File: config.mk
export PLATFORM = sky130hd
export DESIGN_NAME = pipeline_ctrl
export DESIGN_NICKNAME = d
export VERILOG_FILES = /design/src/rtl/pipeline_ctrl.sv
export SDC_FILE = /design/constraint.sdc
export NUM_CORES = 1
export LEC_CHECK = 0
export BUFFER_PORTS_ARGS = -buffer_cell sky130_fd_sc_hd__clkbuf_2
export CAP_MARGIN = 20
export CORE_MARGIN = 2
export CORE_UTILIZATION = 52
export DETAILED_ROUTE_END_ITERATION = 10
export PLACE_DENSITY = 0.79
export SLEW_MARGIN = 30
export SYNTH_ARGS = -nofsm -noshare
export SYNTH_HDL_FRONTEND = slang
export SYNTH_SLANG_ARGS = --single-unit
File: constraint.sdc
create_clock -name clk_i -period 2.6 [get_ports clk_i]
set_input_delay 0.26 -clock clk_i [delete_from_list [all_inputs] [get_ports clk_i]]
set_output_delay 0.26 -clock clk_i [all_outputs]
set_load 0.05 [all_outputs]
File: src/rtl/pipeline_ctrl.sv
// Hazard and memory-wait controller for a five-stage in-order pipeline.
// It resolves load-use hazards, ID-stage redirects and data-memory wait
// states, and keeps stall and flush performance counters.
//
// Ports:
//   clk_i, rst_i          clock; asynchronous active-high reset
//   start_i               run enable
//   idex_memread_i/rt_i   load in EX and its destination register
//   ifid_rs_i/rt_i        source registers of the instruction in ID
//   branch_taken_i/jump_i ID-stage redirect
//   exmem_memread_i/..w.. data-memory access in MEM
//   dmem_req_o/dmem_ack_i data-memory handshake
//   pc_write_o, ifid_write_o, ifid_flush_o, idex_bubble_o,
//   pipe_hold_o, memwb_bubble_o   pipeline steering (decoded from state + inputs)
//   state_o, error_o      FSM state and sticky timeout error
//   stall_cnt_o, flush_cnt_o      saturating performance counters
module pipeline_ctrl #(
  parameter int unsigned MEM_TIMEOUT = 255
) (
  input  logic        clk_i,
  input  logic        rst_i,
  input  logic        start_i,
  input  logic        idex_memread_i,
  input  logic [4:0]  idex_rt_i,
  input  logic [4:0]  ifid_rs_i,
  input  logic [4:0]  ifid_rt_i,
  input  logic        branch_taken_i,
  input  logic        jump_i,
  input  logic        exmem_memread_i,
  input  logic        exmem_memwrite_i,
  output logic        dmem_req_o,
  input  logic        dmem_ack_i,
  output logic        pc_write_o,
  output logic        ifid_write_o,
  output logic        ifid_flush_o,
  output logic        idex_bubble_o,
  output logic        pipe_hold_o,
  output logic        memwb_bubble_o,
  output logic [1:0]  state_o,
  output logic        error_o,
  output logic [15:0] stall_cnt_o,
  output logic [15:0] flush_cnt_o
);

  localparam int unsigned TMO_W = 8;
  localparam int unsigned CNT_W = 16;
  localparam logic [CNT_W-1:0] CNT_MAX = {CNT_W{1'b1}};
  localparam logic [TMO_W-1:0] TMO_LAST = TMO_W'(MEM_TIMEOUT - 1);

  typedef enum logic [1:0] {
    ST_IDLE    = 2'd0,
    ST_RUN     = 2'd1,
    ST_MEMWAIT = 2'd2,
    ST_ERROR   = 2'd3
  } state_t;

  state_t           state_q;
  state_t           state_d;
  logic [TMO_W-1:0] tmo_cnt_q;
  logic             mem_stall_c;
  logic             load_use_c;
  logic             redirect_c;
  logic             active_c;

  assign load_use_c = idex_memread_i & (idex_rt_i != 5'd0) &
                      ((idex_rt_i == ifid_rs_i) | (idex_rt_i == ifid_rt_i));
  assign redirect_c = branch_taken_i | jump_i;
  assign active_c   = (state_q == ST_RUN) | (state_q == ST_MEMWAIT);
  assign state_o    = state_q;

  // State register
  always_ff @(posedge clk_i or posedge rst_i) begin
    if (rst_i) begin
      state_q <= ST_IDLE;
    end else begin
      state_q <= state_d;
    end
  end

  // Next-state logic; a stalled access always completes before start_i=0 is honoured
  always_comb begin
    state_d = state_q;
    case (state_q)
      ST_IDLE: begin
        if (start_i) state_d = ST_RUN;
      end
      ST_RUN: begin
        if (mem_stall_c)  state_d = ST_MEMWAIT;
        else if (!start_i) state_d = ST_IDLE;
      end
      ST_MEMWAIT: begin
        // ack wins over a timeout landing in the same cycle
        if (dmem_ack_i)                 state_d = ST_RUN;
        else if (tmo_cnt_q == TMO_LAST) state_d = ST_ERROR;
      end
      default: state_d = ST_ERROR;
    endcase
  end

  // Output decode: priority mem_stall > load_use > redirect > normal advance
  always_comb begin
    pc_write_o     = 1'b0;
    ifid_write_o   = 1'b0;
    ifid_flush_o   = 1'b0;
    idex_bubble_o  = 1'b0;
    pipe_hold_o    = 1'b1;
    memwb_bubble_o = 1'b1;
    dmem_req_o     = 1'b0;
    mem_stall_c    = 1'b0;
    case (state_q)
      ST_RUN:     dmem_req_o = exmem_memread_i | exmem_memwrite_i;
      ST_MEMWAIT: dmem_req_o = 1'b1;
      default:    dmem_req_o = 1'b0;
    endcase
    if (active_c) begin
      mem_stall_c = dmem_req_o & ~dmem_ack_i;
      if (!mem_stall_c) begin
        pipe_hold_o    = 1'b0;
        memwb_bubble_o = 1'b0;
        if (load_use_c) begin
          idex_bubble_o = 1'b1;
        end else if (redirect_c) begin
          pc_write_o   = 1'b1;
          ifid_write_o = 1'b1;
          ifid_flush_o = 1'b1;
        end else begin
          pc_write_o   = 1'b1;
          ifid_write_o = 1'b1;
        end
      end
    end
  end

  // MEMWAIT timeout counter, cleared on entry
  always_ff @(posedge clk_i or posedge rst_i) begin
    if (rst_i) begin
      tmo_cnt_q <= '0;
    end else if (state_q != ST_MEMWAIT) begin
      tmo_cnt_q <= '0;
    end else if (!dmem_ack_i) begin
      tmo_cnt_q <= tmo_cnt_q + TMO_W'(1);
    end
  end

  // Sticky error flag, mirrors entry into ERROR
  always_ff @(posedge clk_i or posedge rst_i) begin
    if (rst_i) begin
      error_o <= 1'b0;
    end else if (state_d == ST_ERROR) begin
      error_o <= 1'b1;
    end
  end

  // Saturating performance counters
  always_ff @(posedge clk_i or posedge rst_i) begin
    if (rst_i) begin
      stall_cnt_o <= '0;
      flush_cnt_o <= '0;
    end else begin
      if (active_c && !pc_write_o && (stall_cnt_o != CNT_MAX)) begin
        stall_cnt_o <= stall_cnt_o + CNT_W'(1);
      end
      if (ifid_flush_o && (flush_cnt_o != CNT_MAX)) begin
        flush_cnt_o <= flush_cnt_o + CNT_W'(1);
      end
    end
  end

endmodule

* Yosys cells after proc, flatten, opt, wreduce, memory -nomap -nowiden
Cells that the tools add are included.
** Storage, ports and cells
- Bits in registers :: 43
- Input bits :: 24
- Output and inout port bits :: 42
- Word-level logic and storage cells :: 54
** Cells by class
- Add/subtract/negate cells :: 3
- Equality and inequality tests :: 10
- Muxes and demuxes :: 22
- Bitwise gates (word level) :: 8
- Reduce and logical (&&, ||, !) cells :: 6
** Operators with widths (number)
- 16-bit by 1-bit adder with 16-bit output, second input constant :: 2
- 16-bit != test, second input constant :: 2
- 8-bit 2-to-1 mux :: 2
- 1-bit 2-to-1 mux :: 13
- 5-bit == test :: 2
- 2-bit 2-to-1 mux :: 5
- 8-bit by 1-bit adder with 8-bit output, second input constant :: 1
- 8-bit == test, second input constant :: 1
- 2-bit case mux with 3 select lines :: 1
- 5-bit nonzero test :: 1
- 2-bit == test, second input constant :: 2
- 1-bit bitwise OR :: 4
- 1-bit AND :: 3
- 1-bit logical AND :: 3
- 2-bit by 1-bit == test with 1-bit output, second input constant :: 1
- 2-bit logical NOT :: 1
- 2-bit by 1-bit != test with 1-bit output, second input constant :: 1
- 2-bit != test, second input constant :: 1
- 1-bit case mux with 2 select lines :: 1
- 1-bit logical NOT :: 1
- 1-bit NOT :: 1

* Depth between registers and ports, before layout
Gate-level depths: netlist of run 1.
- Depth after elaboration :: 9
- Mapped depth :: 10

* Least setup slack after synthesis of run 1
No wires, ideal clock.
- Path kind :: register to output
- From :: reg state_q[0], in the netlist state_o[0]
- To :: out pc_write_o
- Arrival time :: 3.272 ns
- Slack :: -0.932 ns
- Stages on the path, launching flop included :: 10
- Path buffers :: 3
- Path through :: dfrtp_1 > ha_1 > o21a_1 > nor2_1 > o21ai_0 > a21o_1 > buf_6 > buf_6 > inv_1 > buf_4
** On the way
- Word-level cells in the longest chain between the ends :: 5
- Elaborated cells between the ends (all ways) :: 7
- Those cells by class :: eq/ne (2); mux (3); bitwise (2)
** RTL lines
- from (decl) :: RTL line 57 : state_t state_q;
- from (signal assigned) :: RTL line 76 : state_q <= state_d;
- 2-bit == test / 2-bit by 1-bit == test with 1-bit output (equally long branches) :: RTL line 68, 110
- 1-bit case mux with 2 select lines :: RTL line 110 : case (state_q)
- 1-bit AND :: RTL line 116 : mem_stall_c = dmem_req_o & ~dmem_ack_i;
- 1-bit 2-to-1 mux
- 1-bit 2-to-1 mux *
- to (decl) :: RTL line 33 : output logic pc_write_o,
Every way passes the cells marked *; elsewhere a longest branch is shown, timed or not.

* Final worst setup path of run 1
- From :: reg state_q[1], in the netlist state_o[1]
- To :: out pc_write_o
** On the way
- Word-level cells in the longest chain between the ends :: 5
- Elaborated cells between the ends (all ways) :: 7
- Those cells by class :: eq/ne (2); mux (3); bitwise (2)
** RTL lines
- 2-bit == test / 2-bit by 1-bit == test with 1-bit output (equally long branches) :: RTL line 68, 110
- 1-bit case mux with 2 select lines :: RTL line 110
- 1-bit AND :: RTL line 116
- 1-bit 2-to-1 mux :: RTL line 117 : if (!mem_stall_c) begin
- 1-bit 2-to-1 mux * :: RTL line 115 : if (active_c) begin
Marks and branches as above.

==> results_dict.tcl, run 1 <==
set metrics [dict create \
    status "finished clean" \
    worstSkewPairLatency_ns 0.30 \
    async_reset_ff_share_pct 100 \
    cts_resized 1 \
    io_buffers 65 \
    worstSetupPathType "reg -> out" \
    cts_root_buf "clkbuf_8" \
    finalPower_mw 2.68 \
    synth_ff_type "dfrtp_1" \
    post_synth_main_area_contributors "dfrtp_1, xor2_1, xnor2_1, ha_1, nand2_1" \
    wl_per_cell_um 13.4 \
    p_seq_share_pct 33.6 \
    netlist-cell-type-count 40 \
    initial_core_util_pct 54.6 \
    max_freq_ghz 0.407 \
    ys_seq_elements 43 \
    cpPeakStageDelay_ns 0.45 \
    synth_area_leader_cell "dfrtp_1" \
    final_common_cell "clkbuf_2" \
    setup_viol 0 \
    drive_above_1_share_pct 29.5 \
    p_per_area_nw_per_um2 929 \
    post-route-period-util_pct 94.4 \
    grt_overflow_total 0 \
    rsz0062_at_grt "false" \
    path_max_fanout 15 \
    cts_tree "done" \
    synth_area_um2 2410 \
    synth_sequential_area_ratio_pct 44.7 \
    antenna_found_initial 0 \
    fin_area_um2 2890 \
    synth_cells 246 \
    ios 66 \
    synth_nets 278 \
    pre_cts_ws_ns 0.242 \
    synth_top_area_share_pct 44.7 \
    clock-sinks 43 \
    htree_levels 2 \
    clock_power_share_pct 15.2 \
    areaGrowthSynthToFinish_pct 19.8 \
    dieArea_um2 5190 \
    post-dp-hpwl_um 3740 \
    final_nets 346 \
    firstDrtPassIters 4 \
    core_area_um2 4410 \
    ir_drop_uv 610 \
    place_congestion 0.778 \
    grt_max_degree 44 \
    fin_cells 367 \
    cp.arrival_ns 2.20 \
    leakage_nw 1.46 \
    post_cts_buffers 0 \
    p_switching_mw 1.35 \
    seqCellArea_um2 1080 \
    num_vias 1973 \
    routed_via_density 5.38 \
    row_count 24 \
    comb_power_share_pct 51.2 \
    final_cell_mix "clkbuf_2, dfrtp_1, xor2_1" \
    required_ns 2.34 \
    fin_ws_ns 0.145 \
    cts_buffers 5 \
    yosysWarningCount 0 \
    max-cap-violations 0 \
    cp-end-kind "output port" \
    finalWorstPathRequiredPeriod_ns 2.46 \
    p_int_mw 1.33 \
    worst_pin_slew_ns 0.542 \
    track_usage_pct 20.7 \
    slew_headroom_pct 63.9 \
    crit_chain "inv_1 -> ha_1 -> o21a_1 -> nor2_1 -> o21ai_4 -> a21o_2 -> clkinvlp_4 -> clkbuf_2" \
    dp.cells 359 \
    grt_pass1_vias 1905 \
    finalWirelength_um 4930 \
    slew_violations 0 \
    cts-hold-fix-buffers 0 \
    n_antenna_cell 0 \
    synth_edf_count 0 \
    cp-start-kind "register" \
    skew_ns 0.00621 \
    cp_slowest_cell "dfrtp_2" \
    ant_nets 0 \
    swShare_pct 50.4 \
    drc 0 \
    hold_viol_final 0 \
    die_w_um 72.1 \
    die_h_um 72.1 \
    multi_input_comb_area_um2 1250 \
    clk_pin_slew_ns 0.08 \
    placed_cell_area_um2 2810 \
    nFillCells 362 \
    hold_path_class "in -> async" \
    grt_pass1_wl_um 8640 \
    avgSynthCellArea_um2 9.80 \
    dr.first_iter.drc_count 166 \
    clk_path_buf_depth 2 \
    tns_ns 0 \
]
worst paths after layout:
path,endpoint,slack (ns),depth (start not counted),from
max reg2reg,flush_cnt_o[1],0.33,6,flush_cnt_o[5]
min,flush_cnt_o[7],0.07,3,rst_i
max,pc_write_o,0.14,8,state_o[1]
min in group clk_i,state_o[0],0.40,3,start_i
max in group asynchronous,state_o[1],2.15,3,rst_i
min reg2reg,error_o,0.47,1,error_o
stage by stage:
| step | utilization, % | hold slack [ns] |
|---|---|---|
| 5_1_grt | 65.4 | 0.140 |
| 3_5_place_dp | 63.5 | 0.412 |
| 4_1_cts | 65.4 | 0.0939 |
| 6_report | 65.4 | 0.0686 |
| 2_1_floorplan | - | 0.503 |
| 3_3_place_gp | 63.5 | 0.400 |
final cells by class:
type                       count  area share (%)
clock buffer                   7            2.64
clock inverter                 1           0.173
inverter                      11            1.56
multi-input combinational    184            43.3
sequential                    43            37.3
tap                           52            2.25
timing repair buffer          69            12.7
flip-flops by register name, indices dropped and copies added (netlist names):
name and count:
error_o 1, state_o 2, tmo_cnt_q 8, flush_cnt_o 16, stall_cnt_o 16
cells by family after synthesis:
family	after synthesis	synth area share, %
compound gates	23	6.23
xor+xnor	44	16.0
fa+ha+maj	8	4.15
buf+inv	19	4.10
mux	3	1.40
simple gates	106	23.5
flops	43	44.7
power by group through the flow:
stage | registers [mW] | logic, mW | clock network, mW
global route | 0.920 | 1.47 | 0.439
CTS | 0.900 | 1.38 | 0.417
floorplan | 1.22 | 0.817 | 0
finish | 0.900 | 1.38 | 0.408
global placement | 0.901 | 1.36 | 0
detailed placement | 0.913 | 1.37 | 0
cell usage after synthesis (all sizes together) (3+ instances only):
cell / n
inv: 11
xor2: 29
nor3: 14
o21ai: 7
mux2: 3
or3: 3
nand3: 13
ha: 8
nor2: 21
xnor2: 15
a21o: 3
nor2b: 4
nand2: 21
nand4: 8
or2: 3
dfrtp: 43
a21oi: 3
nor4: 5
and3: 5
buf: 6
and2: 4
per-layer routing:
| layer | vias to the layer above | part of all wire (%) | track usage (%) |
|---|---|---|---|
| li1 | 979 | - | - |
| met1 | 932 | 45 | 27.3 |
| met2 | 54 | 49 | 34.1 |
| met3 | 8 | 4.7 | 4.44 |
| met4 | 0 | 1.4 | 6.71 |
| met5 | - | 0 | 0 |
worst max-delay path: cells and delay by family, from the launching register on:
family	cells	cell delay, ns
fa+ha+maj	1	0.22
compound gates	3	0.67
buf+inv	3	0.49
flops	1	0.45
simple gates	1	0.07
No activity file was read; power rests on OpenSTA's default activity.
==> run 2: changes to the inputs <==
--- a/config.mk
+++ b/config.mk
@@ -5,12 +5,14 @@
 export SDC_FILE = /design/constraint.sdc
 export NUM_CORES = 1
 export LEC_CHECK = 0
+export ABC_AREA = 1
 export BUFFER_PORTS_ARGS = -buffer_cell sky130_fd_sc_hd__clkbuf_2
 export CAP_MARGIN = 20
+export CORE_ASPECT_RATIO = 1.4
 export CORE_MARGIN = 2
-export CORE_UTILIZATION = 52
+export CORE_UTILIZATION = 55
 export DETAILED_ROUTE_END_ITERATION = 10
-export PLACE_DENSITY = 0.79
+export PLACE_DENSITY = 0.81
 export SLEW_MARGIN = 30
 export SYNTH_ARGS = -nofsm -noshare
 export SYNTH_HDL_FRONTEND = slang
==> constraint.sdc (replaced) <==
create_clock -name clk_i -period 2.6 [get_ports clk_i]
set_input_delay 0.52 -clock clk_i [delete_from_list [all_inputs] [get_ports clk_i]]
set_output_delay 0.52 -clock clk_i [all_outputs]
set_load 0.05 [all_outputs]
==> results_dict.tcl, run 2 <==
set metrics [dict create \
    netlist-cell-type-count 31 \
    required_ns 2.08 \
    clk_path_buf_depth 2 \
    initial_core_util_pct 56.7 \
    hold_viol_final 0 \
    grt_pass1_vias 2741 \
    finalWorstPathRequiredPeriod_ns 2.49 \
    cts_buffers 5 \
    ant_nets 0 \
    worstSetupPathType "reg -> out" \
    cp_slowest_cell "dfrtp_2" \
    status "finished clean" \
    dr.first_iter.drc_count 70 \
    max-cap-violations 0 \
    largestRegisters "flush_cnt_o (16), stall_cnt_o (16), tmo_cnt_q (8)" \
    synth_sequential_area_ratio_pct 36.8 \
    worstSkewPairLatency_ns 0.31 \
    cpPeakStageDelay_ns 0.45 \
    fin_area_um2 3450 \
    place_congestion 0.884 \
    synth_common_cells "nand2_1, inv_1, dfrtp_1" \
    synth_ff_type "dfrtp_1" \
    cts_resized 0 \
    die_h_um 90.3 \
    post-route-period-util_pct 95.7 \
    ys_seq_elements 43 \
    path_max_fanout 9 \
    rsz0062_at_grt "true" \
    slew_headroom_pct 53.4 \
    ios 66 \
    htree_levels 2 \
    grt_max_degree 19 \
    async_reset_ff_share_pct 100 \
    worst_pin_slew_ns 0.699 \
    areaGrowthSynthToFinish_pct 18.1 \
    row_count 31 \
    routed_via_density 5.26 \
    avgSynthCellArea_um2 7.26 \
    setup_viol 0 \
    cts_tree "done" \
    ff2ff_setup_slack_ns 0.66 \
    whs_ns 0.282 \
    r2r_start "stall_cnt_o[0]" \
    clk_pin_slew_ns 0.09 \
    core_area_um2 5160 \
    num_vias 2830 \
    grt_pass1_wl_um 11700 \
    hold_path_class "in -> async" \
    clock-sinks 43 \
    slew_violations 0 \
    synth_cells 403 \
    cts_root_buf "clkbuf_8" \
    rr_worst_depth 7 \
    synth_top_area_share_pct 36.8 \
    io_buffers 65 \
    post-dp-hpwl_um 5040 \
    endpoint "ifid_write_o" \
    path_buf_inv 2 \
    synth_area_leader_cell "dfrtp_1" \
    leakage_nw 1.82 \
    n_antenna_cell 0 \
    yosysWarningCount 0 \
    ir_drop_uv 320 \
    drc 0 \
    finalCoreUtilization_pct 66.9 \
    r2r_end "stall_cnt_o[14]" \
    synth_area_um2 2920 \
    yosysMostFrequentCell "nand2_1" \
    path_depth 8 \
    finalPower_mw 1.19 \
    track_usage_pct 24.4 \
    dieArea_um2 5920 \
    wl_per_cell_um 12.2 \
    synth_edf_count 0 \
    crit_chain "ha_1 -> o21ai_1 -> nand2_1 -> nand3_4 -> nand2_8 -> a21oi_4 -> buf_4 -> buf_4" \
    antenna_found_initial 0 \
    critPathLaunch "state_o[0]" \
    firstDrtPassIters 4 \
    cp_top_family "flip-flops" \
    skew_ns 0.0107 \
    drive_above_1_share_pct 20.6 \
    synth_nets 435 \
    grt_overflow_total 0 \
    max_freq_ghz 0.402 \
    placed_cell_area_um2 3350 \
    post_synth_main_area_contributors "dfrtp_1, nand2_1, nand3_1, xor2_1, inv_1" \
    post_cts_buffers 0 \
    finalWirelength_um 6570 \
    path_common_cell "buf_4" \
    cp-start-kind "register" \
    final_common_cell "nand2_1" \
    cp-end-kind "output port" \
    p_per_area_nw_per_um2 345 \
    cp.arrival_ns 1.97 \
    final_cell_mix "nand2_1, clkbuf_2, inv_1" \
    final_nets 503 \
    die_w_um 65.6 \
    cts-hold-fix-buffers 0 \
]
run 2: cell count changes after synthesis, sizes merged, moves of 6 or more:
| cell | delta |
|---|---|
| nand4 | +16 |
| nand2 | +114 |
| nand3 | +27 |
| inv | +35 |
| nor2 | +16 |
| xor2 | -10 |
| xnor2 | -6 |
run 2: area by class of cell:
| type | instances | area, µm² |
|---|---|---|
| Clock inverter | 3 | 23.8 |
| Tap cell | 66 | 82.6 |
| Fill cell | 443 | 1710 |
| Inverter | 47 | 176 |
| Timing Repair Buffer | 71 | 382 |
| Multi-Input combinational cell | 303 | 1640 |
| Sequential cell | 43 | 1080 |
| Clock buffer | 5 | 68.8 |
run 2: worst reg2reg max path: cells and delay by family (launching register included):
| kind | cells | cell delay (ns) |
|---|---|---|
| buffers and inverters | 1 | 0.15 |
| flip-flops | 1 | 0.41 |
| AND/OR/NAND/NOR | 5 | 1.10 |
| adder cells (fa/ha/maj) | 1 | 0.23 |
run 2: layer usage:
| layer | vias to the layer above | part of all wire [%] | global-route usage [%] |
|---|---|---|---|
| met3 | 12 | 4.4 | 4.24 |
| met2 | 70 | 52 | 42.5 |
| met1 | 1322 | 42 | 29.9 |
| met4 | 0 | 1.8 | 7.64 |
| li1 | 1426 | - | - |
| met5 | - | 0 | 0 |
run 2: how the worst min path moves through the flow:
stage | to | cells past startpoint
4_1_cts | error_o | 2
3_3_place_gp | tmo_cnt_q[3] | 1
5_1_grt | stall_cnt_o[13] | 2
2_1_floorplan | tmo_cnt_q[3] | 1
3_5_place_dp | error_o | 2
6_report | error_o | 2
run 2: logic make-up after synthesis:
logic type / after synthesis / synth area share, %
and+or+nand+nor: 248 / 38.9
buffers and inverters: 57 / 8.56
DFF: 43 / 36.8
xor gates and xnor gates: 28 / 8.39
AOI/OAI and AO/OA: 19 / 3.98
adders and majority gates: 8 / 3.42
run 2: through the flow:
step                setup WS, ns  std cells  setup TNS (ns)
floorplan                0.00764        403               0
global placement           0.397        530               0
detailed placement         0.365        530               0
CTS                       0.0277        538               0
global route             -0.0250        538         -0.0475
finish                     0.113        538               0
run 2: power breakdown:
part	leakage (nW)	switching (mW)	total (mW)	internal (mW)
clock network	0.0408	0.258	0.450	0.192
registers	0.585	0	0.668	0.668
logic	1.19	0.0465	0.0731	0.0266
total	1.82	0.304	1.19	0.887
==> run 3: changes to the inputs <==
==> constraint.sdc (replaced) <==
create_clock -name clk_i -period 2.6 [get_ports clk_i]
set_input_delay 0.65 -clock clk_i [delete_from_list [all_inputs] [get_ports clk_i]]
set_output_delay 0.65 -clock clk_i [all_outputs]
set_load 0.05 [all_outputs]
==> results_dict.tcl, run 3 (synthesis gave the netlist of run 2 again) <==
set metrics [dict create \
    status "finished clean" \
    areaGrowthSynthToFinish_pct 19.3 \
    grt_max_degree 44 \
    max_freq_ghz 0.404 \
    die_h_um 90.3 \
    clock-sinks 43 \
    dr.first_iter.drc_count 82 \
    htree_levels 2 \
    final_nets 504 \
    dp.cells 527 \
    drc 0 \
    finalPower_mw 1.17 \
    slew_headroom_pct 64.8 \
    cp-end-kind "output port" \
    finalWirelength_um 6660 \
    hold_viol_final 0 \
    initial_core_util_pct 56.7 \
    cts-hold-fix-buffers 0 \
    row_count 31 \
    hold_path_class "in -> async" \
    place_congestion 0.897 \
    path_max_fanout 6 \
    clk_path_buf_depth 2 \
    skew_ns 0.0125 \
    max-cap-violations 0 \
    grt_pass1_vias 2663 \
    io_buffers 65 \
    setup_viol 0 \
    firstDrtPassIters 4 \
    routed_via_density 5.21 \
    n_antenna_cell 0 \
    fin_cells 539 \
    grt_overflow_total 0 \
    ant_nets 0 \
    antenna_found_initial 0 \
    core_area_um2 5160 \
    worstSkewPairLatency_ns 0.30 \
    ios 66 \
    wl_per_cell_um 12.4 \
    slew_violations 0 \
    p_per_area_nw_per_um2 336 \
    drive_above_1_share_pct 21.8 \
    clk_pin_slew_ns 0.09 \
    cts_tree "done" \
    required_ns 1.95 \
    cp.arrival_ns 1.82 \
    ir_drop_uv 348 \
    post-dp-hpwl_um 4890 \
    final_cell_mix "nand2_1, clkbuf_2, inv_1, dfrtp_1, nand3_1" \
    cts_root_buf "clkbuf_8" \
    largestRegisters "flush_cnt_o (16), stall_cnt_o (16), tmo_cnt_q (8)" \
    dieArea_um2 5920 \
    cts_buffers 5 \
    nFillCells 459 \
    track_usage_pct 23.5 \
    die_w_um 65.6 \
    cp-start-kind "register" \
    worst_pin_slew_ns 0.528 \
    grt_pass1_wl_um 11300 \
    worstSetupPathType "reg -> out" \
    final_common_cell "nand2_1" \
    post-route-period-util_pct 95.1 \
    ff2ff_setup_slack_ns 0.65 \
    leakage_nw 1.82 \
    finalWorstPathRequiredPeriod_ns 2.47 \
    num_vias 2808 \
]
==> run 3: cell types whose count changed in the layout (fill, tap and decap cells not counted) <==
cell,change
clkinv_2,+1
inv_1,-2
o21ai_2,+1
ha_4,+2
ha_1,-2
inv_4,+2
o21ai_1,-1
clkbuf_4,+1
inv_6,-1
buf_4,-1
buf_2,+1
==> run 3: cell type report <==
type                    count  area (µm²)  share of cell area [%]
clock buffers               5        68.8                    1.97
multi-input cells         303        1670                    47.9
inverters                  47         181                    5.20
repair buffers             72         387                    11.1
flip-flops and latches     43        1080                    30.9
well taps                  66        82.6                    2.37
clock inverters             3        20.0                   0.574
==> run 3: power breakdown <==
group | leakage (nW) | internal (mW) | switching (mW)
clock | 0.0402 | 0.187 | 0.243
combinational | 1.20 | 0.0257 | 0.0472
sequential | 0.585 | 0.668 | 0
total | 1.82 | 0.881 | 0.290
==> run 3: worst max-delay path, stage by stage (launching register included) <==
cell	delay, ns
dfrtp_2	0.48
inv_4	0.11
ha_4	0.24
nand3_4	0.14
nand2_8	0.07
a21oi_4	0.17
inv_4	0.05
nor2_4	0.10
buf_6	0.15
==> run 3: final timing paths <==
| path | from | endpoint | depth (start not counted) |
|---|---|---|---|
| hold / removal | rst_i | tmo_cnt_q[0] | 3 |
| min in group clk_i | error_o | error_o | 2 |
| hold reg to reg | error_o | error_o | 2 |
| setup reg to reg | stall_cnt_o[0] | stall_cnt_o[1] | 7 |
| max in group asynchronous | rst_i | flush_cnt_o[8] | 3 |
| setup / recovery | state_o[0] | ifid_flush_o | 8 |
==> run 3: repair_timing <==
action	4_1_cts	5_1_grt
setup buffers	0	4
cloned	0	0
hold endpoints to repair	0	0
resized for setup	1	5
setup endpoints to repair	1	3
==> run 3: per-layer routing <==
metal	wire [µm]	vias up	global-route usage, %
li1	-	1431	-
met1	2820	1290	28.4
met2	3420	76	41.8
met3	312	11	3.87
met4	103	0	6.77
met5	0	-	0
==> run 3: per-stage QoR <==
step	hold slack (ns)	TNS, ns	setup slack (ns)	cell area [µm²]	util, %
global placement	0.456	0	0.162	3360	65.1
CTS	0.481	0	0.0127	3450	66.9
floorplan	0.455	-0.0105	-0.0105	3020	-
detailed placement	0.467	0	0.152	3360	65.1
finish	0.448	0	0.127	3490	67.6
global route	0.505	-0.00133	-0.00133	3490	67.6
